File: config.mk
export PLATFORM = sky130hd
export DESIGN_NAME = ps2_key_rx
export DESIGN_NICKNAME = d
export VERILOG_FILES = /design/src/rtl/ps2_key_rx.sv
export SDC_FILE = /design/constraint.sdc
export NUM_CORES = 1
export LEC_CHECK = 0
export CORE_MARGIN = 2
export CORE_UTILIZATION = 62
export CTS_BUF_LIST = sky130_fd_sc_hd__clkbuf_4 sky130_fd_sc_hd__clkbuf_8 sky130_fd_sc_hd__clkbuf_16
export CTS_CLUSTER_SIZE = 16
export DETAILED_ROUTE_END_ITERATION = 8
export GPL_ROUTABILITY_DRIVEN = 0
export GPL_TIMING_DRIVEN = 1
export PLACE_DENSITY = 0.93
export SYNTH_ARGS = -nofsm -noshare
export SYNTH_HDL_FRONTEND = slang
export SYNTH_SLANG_ARGS = --single-unit
File: constraint.sdc
create_clock -name clk -period 4.5 [get_ports clk]
set_clock_uncertainty 0.05 [all_clocks]
set_input_delay 0.45 -clock clk [delete_from_list [all_inputs] [get_ports clk]]
set_output_delay 0.45 -clock clk [all_outputs]
set_load 0.05 [all_outputs]
File: src/rtl/ps2_key_rx.sv
// ps2_key_rx: PS/2 keyboard receiver producing 11-bit key events.
//
// Synchronises and deglitches the raw PS/2 clock and data lines. It receives
// 11-bit frames (start, 8 data bits LSB-first, odd parity, stop) and folds the
// E0 (extended) and F0 (break) prefixes into a single event per key.
//
// Ports:
//   clk       - system clock
//   reset     - asynchronous, active-high; clears all state
//   ps2_clk   - raw PS/2 clock from the device (asynchronous)
//   ps2_data  - raw PS/2 data from the device (asynchronous)
//   ps2_key   - event word: [10] toggles per event, [9] press, [8] extended,
//               [7:0] scancode
//   frame_err - one-cycle pulse on a parity, stop-bit or timeout error
module ps2_key_rx #(
    parameter int unsigned FILTER  = 8,
    parameter int unsigned TIMEOUT = 65535
) (
    input  logic        clk,
    input  logic        reset,
    input  logic        ps2_clk,
    input  logic        ps2_data,
    output logic [10:0] ps2_key,
    output logic        frame_err
);

    localparam int unsigned FW = (FILTER < 2) ? 1 : $clog2(FILTER + 1);
    localparam int unsigned TW = $clog2(TIMEOUT + 1);

    typedef enum logic [1:0] {StIdle, StRecv, StCheck} state_e;

    // Input conditioning
    logic          clk_s1, clk_s2, dat_s1, dat_s2;
    logic          clk_f, clk_f_prev;
    logic [FW-1:0] filt_cnt;
    logic          fall;

    always_ff @(posedge clk or posedge reset) begin
        if (reset) begin
            clk_s1     <= 1'b1;
            clk_s2     <= 1'b1;
            dat_s1     <= 1'b1;
            dat_s2     <= 1'b1;
            clk_f      <= 1'b1;
            clk_f_prev <= 1'b1;
            filt_cnt   <= '0;
        end else begin
            clk_s1     <= ps2_clk;
            clk_s2     <= clk_s1;
            dat_s1     <= ps2_data;
            dat_s2     <= dat_s1;
            clk_f_prev <= clk_f;
            // clk_f follows only on the FILTER-th consecutive differing cycle
            if (clk_s2 != clk_f) begin
                if (filt_cnt == FW'(FILTER - 1)) begin
                    clk_f    <= clk_s2;
                    filt_cnt <= '0;
                end else begin
                    filt_cnt <= filt_cnt + 1'b1;
                end
            end else begin
                filt_cnt <= '0;
            end
        end
    end

    assign fall = clk_f_prev & ~clk_f;

    // Frame FSM and byte decode
    state_e        state_q, state_d;
    logic [3:0]    bit_q, bit_d;
    logic [9:0]    shift_q, shift_d;
    logic [TW-1:0] to_q, to_d;
    logic          ext_q, ext_d, brk_q, brk_d;
    logic [2:0]    skip_q, skip_d;
    logic [10:0]   key_q, key_d;
    logic          err_q, err_d;

    always_ff @(posedge clk or posedge reset) begin
        if (reset) begin
            state_q <= StIdle;
            bit_q   <= '0;
            shift_q <= '0;
            to_q    <= '0;
            ext_q   <= 1'b0;
            brk_q   <= 1'b0;
            skip_q  <= '0;
            key_q   <= '0;
            err_q   <= 1'b0;
        end else begin
            state_q <= state_d;
            bit_q   <= bit_d;
            shift_q <= shift_d;
            to_q    <= to_d;
            ext_q   <= ext_d;
            brk_q   <= brk_d;
            skip_q  <= skip_d;
            key_q   <= key_d;
            err_q   <= err_d;
        end
    end

    always_comb begin
        state_d = state_q;
        bit_d   = bit_q;
        shift_d = shift_q;
        to_d    = to_q;
        ext_d   = ext_q;
        brk_d   = brk_q;
        skip_d  = skip_q;
        key_d   = key_q;
        err_d   = 1'b0;
        case (state_q)
            StIdle: begin
                to_d = '0;
                if (fall && !dat_s2) begin
                    state_d = StRecv;
                    bit_d   = '0;
                end
            end
            StRecv: begin
                // Timeout wins over an edge arriving in the same cycle
                if (to_q == TW'(TIMEOUT)) begin
                    err_d   = 1'b1;
                    ext_d   = 1'b0;
                    brk_d   = 1'b0;
                    state_d = StIdle;
                end else if (fall) begin
                    shift_d = {dat_s2, shift_q[9:1]};
                    bit_d   = bit_q + 4'd1;
                    to_d    = '0;
                    if (bit_q == 4'd9) begin
                        state_d = StCheck;
                    end
                end else begin
                    to_d = to_q + 1'b1;
                end
            end
            StCheck: begin
                state_d = StIdle;
                if (!(^shift_q[8:0]) || !shift_q[9]) begin
                    err_d = 1'b1;
                    ext_d = 1'b0;
                    brk_d = 1'b0;
                end else if (skip_q != 3'd0) begin
                    skip_d = skip_q - 3'd1;
                end else begin
                    case (shift_q[7:0])
                        // Pause: swallow the remaining 7 bytes of E1 14 77 E1 F0 14 F0 77
                        8'hE1: begin
                            skip_d = 3'd7;
                            ext_d  = 1'b0;
                            brk_d  = 1'b0;
                        end
                        8'hE0: ext_d = 1'b1;
                        8'hF0: brk_d = 1'b1;
                        8'hAA, 8'hFA, 8'hEE, 8'hFC, 8'hFE, 8'h00, 8'hFF: begin
                            ext_d = 1'b0;
                            brk_d = 1'b0;
                        end
                        default: begin
                            key_d = {~key_q[10], ~brk_q, ext_q, shift_q[7:0]};
                            ext_d = 1'b0;
                            brk_d = 1'b0;
                        end
                    endcase
                end
            end
            default: state_d = StIdle;
        endcase
    end

    assign ps2_key   = key_q;
    assign frame_err = err_q;

endmodule

==> impl_metrics.yaml, run 1 <==
clock_network:
  clk_latency_ns: 0.33
  tritoncts: "built"
  cts_made_buffers: 9
  cts_max_level: 3
  clock-root-buffer: "clkbuf_8"
  cts_setup_buffers: 0
  cts_hold_buf: 0
  cts.clk_slew.worst_paths_ns: 0.07
  clock_path_buffers: 2
  post_cts_resized: 0
  clock_sinks: 59
yosys:
  synth_most_common_cell: "dfrtp_1"
  async_reset_ff_frac: 1.000
  yosysWarnings: 0
  avgSynthCellArea_sq_um: 10.31
  synth.largest_area_cell: "dfrtp_1"
  synth_edf_count: 0
  ys_ff_latch: 59
  syn-num-nets: 320
  synth_commonest_cells: "dfrtp_1, o21ai_0, nand2_1"
  synth_seq_area_share: 0.4897
  synth_area_sq_mm: 0.003030
  synth-main-ff-cell: "dfrtp_1"
  netlist_top_cells_area: "dfrtp_1, ha_1, dfstp_2"
  synthCells: 294
  yosysUniqueCellTypes: 45
  yosysTopAreaCellShare: 0.4377
place:
  portBuffers: 15
  dpl.hpwl_um: 3711
  placed_area_sq_mm: 0.003218
die:
  die-height_um: 73.91
  pin_count: 16
  die-area_sq_mm: 0.005463
  initial_core_util: 0.6416
  die_w_um: 73.91
  fp.coreArea_sq_mm: 0.004723
  rows: 25
power:
  p_per_area_mw_per_mm2: 373.0
  vdd_drop_max_mv: 0.2330
  p_leak_nw: 1.576
timing:
  slew_viol_final: 0
  layout_min_cycle_time_ns: 2.621
  hold_viol: 0
  period_share: 0.5825
  setup_tns_ns: 0
  slew_headroom: 0.4341
  fmax_mhz: 381.5
  finalSetupViolCount: 0
  worstMarginPinSlew_ns: 0.8374
  rsz0062_at_grt: "no"
worst_setup_path:
  critPathMaxFanout: 11
  crit_slowest_cell: "mux2_4"
  path_cells: "inv_1, ha_1, xnor3_1, xnor2_1, and3_1, nand4_2, mux2_4"
  critical_path.max_stage_delay_ns: 0.42
  arrival_ns: 2.79
  worstSetupPathType: "flip-flop to flip-flop"
  worstPathRequired_ns: 4.67
  end_kind: "flip-flop"
  cp-start-kind: "flip-flop"
drt:
  dr.first_iter.drc_count: 212
  dr_total_vias: 2242
  dr.pass1.iters: 4
  finalWirelength_um: 5594
  routedWlPerCell_um: 14.49
  vias_per_cell: 5.808
  postRouteAntennaNets: 0
  drc: 0
run_status:
  status: "complete, no violations"
finish:
  nets: 340
  drive_above_1_share: 0.1285
  diodes: 0
  fin_area_sq_mm: 0.003408
  area_delta_synth_final_pct: 12.47
grt:
  grt_use_met1: 0.2871
  globalRouteOverflowTotal: 0
  grt_start_max_net_pins: 60
  grt.total_usage: 0.2263
  grtUsageMet3: 0.04664
  grt_pass1_vias: 2163
  grt.busiest_layer: "met2"
  grt_pass1_wl_um: 9370
  grt_use_met2: 0.3621
  antenna_found_initial: 0
hold_path:
  hp-class: "flip-flop to flip-flop"
run:
  cap_violations: 0
## critical path, delay by kind of cell (launching register included)
family,cells,cell delay (ns)
DFF,1,0.41
xor gates and xnor gates,2,0.54
muxes,1,0.42
and+or+nand+nor,2,0.68
buffers and inverters,1,0.10
adders and majority gates,1,0.30
## stage by stage
stage | power, mW | util | cells | hold WS (ns) | setup slack, ns
detailed placement | 0.8220 | 0.6813 | 370 | 0.2976 | 1.916
global placement | 0.8098 | 0.6813 | 370 | 0.2961 | 1.982
finish | 1.271 | 0.7216 | 386 | 0.3055 | 1.879
global route | 1.332 | 0.7216 | 386 | 0.3138 | 1.769
floorplan | 0.7735 | - | 294 | 0.2952 | 2.249
CTS | 1.276 | 0.7216 | 386 | 0.3070 | 1.886
## sequential cells by signal (all words and copies together), names as in the netlist
name and cells:
to_q 16, ps2_key 11, shift_q 10, bit_q 4, filt_cnt 4, skip_q 3, state_q 2, brk_q 1
clk_f 1, clk_f_prev 1, clk_s1 1, clk_s2 1, dat_s1 1, dat_s2 1, ext_q 1, frame_err 1
## path summary, 6_finish.rpt
path / start / endpoint / slack [ns] / cells past startpoint
hold reg to reg: clk_s1 / clk_s2 / 0.31 / 0
setup reg to reg: shift_q[1] / ps2_key[0] / 1.88 / 7
min in group asynchronous: reset / to_q[5] / 0.59 / 3
setup / recovery: shift_q[1] / ps2_key[0] / 1.88 / 7
hold / removal: clk_s1 / clk_s2 / 0.31 / 0
max in group asynchronous: reset / bit_q[3] / 3.34 / 3
## layout by cell type (no fill, tap or decap), types with 4 or more instances in the layout
master / netlist / routed
dfrtp_1: 53 / 53
mux2_2: 9 / 9
nor2_1: 22 / 22
o21ai_1: 8 / 8
inv_1: 19 / 18
xor2_1: 6 / 6
nand4_1: 11 / 11
nand3_1: 9 / 9
dfstp_2: 6 / 6
a31oi_1: 4 / 4
ha_1: 22 / 22
a21oi_1: 10 / 10
clkbuf_8: 0 / 12
o21ai_0: 30 / 30
nand2_1: 29 / 29
clkdlybuf4s50_1: 0 / 15
and3_1: 6 / 6
xnor2_1: 4 / 4
## final cells by class
cell class                 count  area (sq um)
fill                         324          1315
clock inverter                 2         10.01
clock buffer                  14         180.2
timing repair buffer          16         157.7
multi-input combinational    209          1421
tap                           67         83.83
inverter                      19         71.32
sequential                    59          1484
## kinds of logic (layout without fill, tap and decap cells)
family / Yosys count / count (layout) / synth area share
flops: 59 / 59 / 0.4897
simple gates: 98 / 98 / 0.1652
mux: 15 / 15 / 0.05822
fa+ha+maj: 22 / 22 / 0.09083
compound gates: 63 / 63 / 0.1185
buf+inv: 26 / 51 / 0.04129
xor+xnor: 11 / 11 / 0.03633
## routing by layer
metal,wire [um],vias to the layer above
li1,-,1083
met1,2498,1074
met2,2714,73
met3,268,12
met4,113,0
met5,0,-
## report_power, final
group	internal (mW)	leakage, nW	total (mW)	switching (mW)
combinational	0.0743	0.674	0.211	0.137
clock	0.256	0.103	0.455	0.199
sequential	0.573	0.799	0.605	0.0325
total	0.903	1.58	1.27	0.369
(Power assumes the default switching activity.)
==> inputs of run 2 (changes only) <==
CORE_UTILIZATION = 59   (was 62)
PLACE_DENSITY = 0.9   (was 0.93)
clock period = 2.48 ns   (was 4.5 ns; I/O delays follow)
==> impl_metrics.yaml, run 2 (synthesized netlist as in run 1, its figures left out) <==
die:
  die_w_um: 75.67
  die-height_um: 75.67
  fp.coreArea_sq_mm: 0.005042
  die-area_sq_mm: 0.005725
  pin_count: 16
  rows: 26
  initial_core_util: 0.6010
timing:
  worstMarginPinSlew_ns: 0.5010
  setup_tns_ns: 0
  finalSetupViolCount: 0
  layout_min_cycle_time_ns: 2.354
  slew_viol_final: 0
  hold_viol: 0
  slew_headroom: 0.6649
  fmax_mhz: 424.8
  rsz0062_at_grt: "no"
  period_share: 0.9493
grt:
  grt.busiest_layer: "met2"
  grt.total_usage: 0.2244
  grt_pass1_wl_um: 9459
  grtUsageMet3: 0.06614
  globalRouteOverflowTotal: 0
  grt_start_max_net_pins: 25
  grt_pass1_vias: 2107
  grt_use_met1: 0.2984
  grt_use_met2: 0.3449
  antenna_found_initial: 0
worst_setup_path:
  arrival_ns: 2.53
  worstPathRequired_ns: 2.65
  critPathMaxFanout: 11
  cp_num_buf_inv: 2
  critical_path.max_stage_delay_ns: 0.41
  path_delay_family: "XOR/XNOR gates"
  cp-start-kind: "flip-flop"
  end_kind: "flip-flop"
  crit_slowest_cell: "dfrtp_1"
  path_cells: "inv_1, ha_1, xnor3_1, xnor2_1, and3_1, nand4_2, buf_4, mux2_2"
  worstSetupPathType: "flip-flop to flip-flop"
finish:
  utilization: 0.6829
  fin_cells: 396
  final_cell_mix: "dfrtp_1, o21ai_0, nand2_1"
  drive_above_1_share: 0.1472
  regMostFlops: "to_q"
  nets: 347
  area_delta_synth_final_pct: 13.63
  largest_register_ffs: 16
  diodes: 0
  final_common_cell: "dfrtp_1"
clock_network:
  post_cts_resized: 0
  clock_sinks: 59
  clock_path_buffers: 2
  cts.clk_slew.worst_paths_ns: 0.07
  cts_max_level: 3
  cts_hold_buf: 0
  tritoncts: "built"
  cts_made_buffers: 9
  clock-root-buffer: "clkbuf_8"
  clk_latency_ns: 0.34
  cts_setup_buffers: 0
drt:
  dr_total_vias: 2212
  drc: 0
  dr.pass1.iters: 4
  finalWirelength_um: 5749
  vias_per_cell: 5.586
  dr.first_iter.drc_count: 165
  postRouteAntennaNets: 0
  routedWlPerCell_um: 14.52
run:
  cap_violations: 0
place:
  portBuffers: 15
  dpl.hpwl_um: 4039
  placed_cells: 380
run_status:
  status: "complete, no violations"
power:
  p_per_area_mw_per_mm2: 653.5
  power_mw: 2.250
  vdd_drop_max_mv: 0.4250
  p_leak_nw: 1.595
hold_path:
  hp-class: "primary input to asynchronous set/reset pin"
==> run 2: layer usage <==
layer / part of all wire / up-vias
met5: 0 / -
met4: 0.019 / 0
met3: 0.038 / 13
met2: 0.46 / 51
met1: 0.48 / 1057
li1: - / 1091
==> run 2: where the power goes <==
group | switching (mW) | leakage [nW] | internal [mW]
registers | 0.0574 | 0.799 | 1.04
logic | 0.257 | 0.710 | 0.146
clock network | 0.372 | 0.0859 | 0.379
==> run 2: stage by stage <==
stage	hold WS [ns]	setup WS [ns]	instance area, sq um
CTS	0.2461	0.1266	3443
finish	0.2083	0.1258	3443
floorplan	0.2025	0.2291	3030
global route	0.2619	0.008957	3443
global placement	0.2955	0.2504	3274
detailed placement	0.2994	0.1226	3274
==> run 2: final timing paths <==
kind / from / endpoint / slack (ns) / depth (start not counted)
setup / recovery: shift_q[0] / ps2_key[4] / 0.13 / 8
hold / removal: reset / ext_q / 0.21 / 2
setup reg to reg: shift_q[0] / ps2_key[4] / 0.13 / 8
hold reg to reg: clk_s1 / clk_s2 / 0.31 / 0
max in group asynchronous: reset / clk_f_prev / 1.48 / 3
min in group clk: ps2_clk / clk_s1 / 0.26 / 1
==> run 2: layout make-up <==
type / count / area, sq um
clock buffer: 11 / 138.9
inverter: 19 / 71.32
sequential: 59 / 1484
clock inverter: 5 / 30.03
tap: 70 / 87.58
multi-input combinational: 209 / 1421
timing repair buffer: 23 / 210.2
fill: 380 / 1599
==> run 2: worst register-to-register path, cell delays in order (launching register included) <==
cell and delay (ns):
dfrtp_1 0.41, inv_1 0.10, ha_1 0.31, xnor3_1 0.36
xnor2_1 0.15, and3_1 0.21, nand4_2 0.07, buf_4 0.21
mux2_2 0.36
==> inputs of run 3 (changes only) <==
CORE_MARGIN = not set   (was 2)
==> impl_metrics.yaml, run 3 (synthesized netlist as in run 1, its figures left out) <==
grt:
  antenna_found_initial: 0
  grt_pass1_vias: 2282
  grt.total_usage: 0.2645
  globalRouteOverflowTotal: 0
  grt_pass1_wl_um: 10450
  grt_start_max_net_pins: 60
drt:
  met1_length_um: 2620
  drc: 0
  vias_per_cell: 5.919
  routedWlPerCell_um: 15.56
  postRouteAntennaNets: 0
  dr_total_vias: 2326
  dr.first_iter.drc_count: 219
  route.met2.wl_um: 2987
  maxUsedRoutingLayer: "met4"
  wl_met3_um: 340
  finalWirelength_um: 6115
  dr.pass1.iters: 5
finish:
  regMostFlops: "to_q"
  final_cell_mix: "dfrtp_1, o21ai_0, nand2_1"
  multi_input_area_sq_mm: 0.001421
  nets: 347
  seq_area_sq_mm: 0.001484
  area_delta_synth_final_pct: 14.91
  fillers: 344
  diodes: 0
  final_common_cell: "dfrtp_1"
  largest_register_ffs: 16
  drive_above_1_share: 0.1472
worst_setup_path:
  cp-start-kind: "flip-flop"
  critPathMaxFanout: 5
  path_cells: "inv_1, ha_1, xnor3_1, xnor2_1, and3_1, nand4_2, buf_4, mux2_4"
  worstSetupPathType: "flip-flop to flip-flop"
  arrival_ns: 2.53
  worstPathRequired_ns: 2.66
  end_kind: "flip-flop"
  ff2ff_setup_slack_ns: 0.13
  rr_startpoint: "shift_q[0]"
  startpoint: "shift_q[0]"
  crit_slowest_cell: "dfrtp_1"
  critical_path.max_stage_delay_ns: 0.42
timing:
  layout_min_cycle_time_ns: 2.349
  slew_viol_final: 0
  finalSetupViolCount: 0
  worst_slack_ns: 0.1311
  rsz0062_at_grt: "no"
  hold_viol: 0
  fmax_mhz: 425.7
  worstMarginPinSlew_ns: 0.5662
  period_share: 0.9471
  setup_tns_ns: 0
  slew_headroom: 0.6197
die:
  fp.coreArea_sq_mm: 0.004817
  pin_count: 16
  rows: 25
  die-height_um: 73.67
  die-area_sq_mm: 0.005427
  die_w_um: 73.67
  initial_core_util: 0.6291
place:
  portBuffers: 15
  dpl.hpwl_um: 4042
  post-place-ws_ns: 0.1457
clock_network:
  cts_setup_buffers: 0
  clk_latency_ns: 0.34
  post_cts_resized: 0
  cts_max_level: 3
  cts_made_buffers: 9
  clock_path_buffers: 2
  clock-root-buffer: "clkbuf_8"
  clock_sinks: 59
  cts_hold_buf: 0
  cts.clk_slew.worst_paths_ns: 0.07
  tritoncts: "built"
power:
  p_leak_nw: 1.619
  clkPwrFrac: 0.362
  seq_power_share: 0.464
  vdd_drop_max_mv: 0.5366
  p_sw_frac: 0.2895
  power_frac_comb: 0.174
  p_per_area_mw_per_mm2: 679.0
  p_sw_mw: 0.6845
  p_int_mw: 1.680
hold_path:
  hp-class: "primary input to asynchronous set/reset pin"
run_status:
  status: "complete, no violations"
run:
  cap_violations: 0
-- run 3: critical path: cells and delay by family, from the launching register on --
family / cells / cell delay, ns
flip-flops: 1 / 0.42
multiplexers: 1 / 0.29
adder cells (fa/ha/maj): 1 / 0.32
AND/OR/NAND/NOR: 2 / 0.31
buffers and inverters: 2 / 0.29
XOR/XNOR: 2 / 0.57
-- run 3: metrics by stage --
step                      power, mW  utilization  cells  hold WS, ns  instance area [sq um]
final                         2.364       0.7229    393       0.2329                   3482
after global placement        1.490       0.6816    377       0.2965                   3283
after CTS                     2.370       0.7229    393       0.2359                   3482
after global routing          2.487       0.7229    393       0.2598                   3482
after detailed placement      1.509       0.6816    377       0.2993                   3283
after floorplan               1.404            -    294       0.2025                   3030
-- run 3: worst paths after layout --
check                         endpoint  cells after the start
max                         ps2_key[0]                      8
min                        ps2_key[10]                      3
max reg2reg                 ps2_key[0]                      8
min reg2reg                     dat_s2                      0
max in group asynchronous       dat_s1                      3
min in group clk                clk_s1                      1
-- run 3: area by class of cell --
class | instances | share of cell area
Multi-Input combinational cell | 209 | 0.4082
Tap cell | 67 | 0.02407
Inverter | 19 | 0.02048
Timing Repair Buffer | 23 | 0.06396
Sequential cell | 59 | 0.4262
Clock buffer | 15 | 0.05570
Clock inverter | 1 | 0.001437
-- run 3: power groups by stage --
| stage | Clock, mW | Sequential, mW | Combinational, mW |
|---|---|---|---|
| 3_3_place_gp | 0 | 1.11 | 0.384 |
| 2_1_floorplan | 0 | 1.10 | 0.307 |
| 4_1_cts | 0.870 | 1.10 | 0.402 |
| 6_report | 0.856 | 1.10 | 0.411 |
| 3_5_place_dp | 0 | 1.11 | 0.396 |
| 5_1_grt | 0.916 | 1.11 | 0.464 |
-- run 3: metal layers --
metal  up-vias  track usage
met1      1127       0.3297
met3        14      0.08368
met5         -            0
met2        97       0.4088
li1       1088            -
met4         0       0.1453
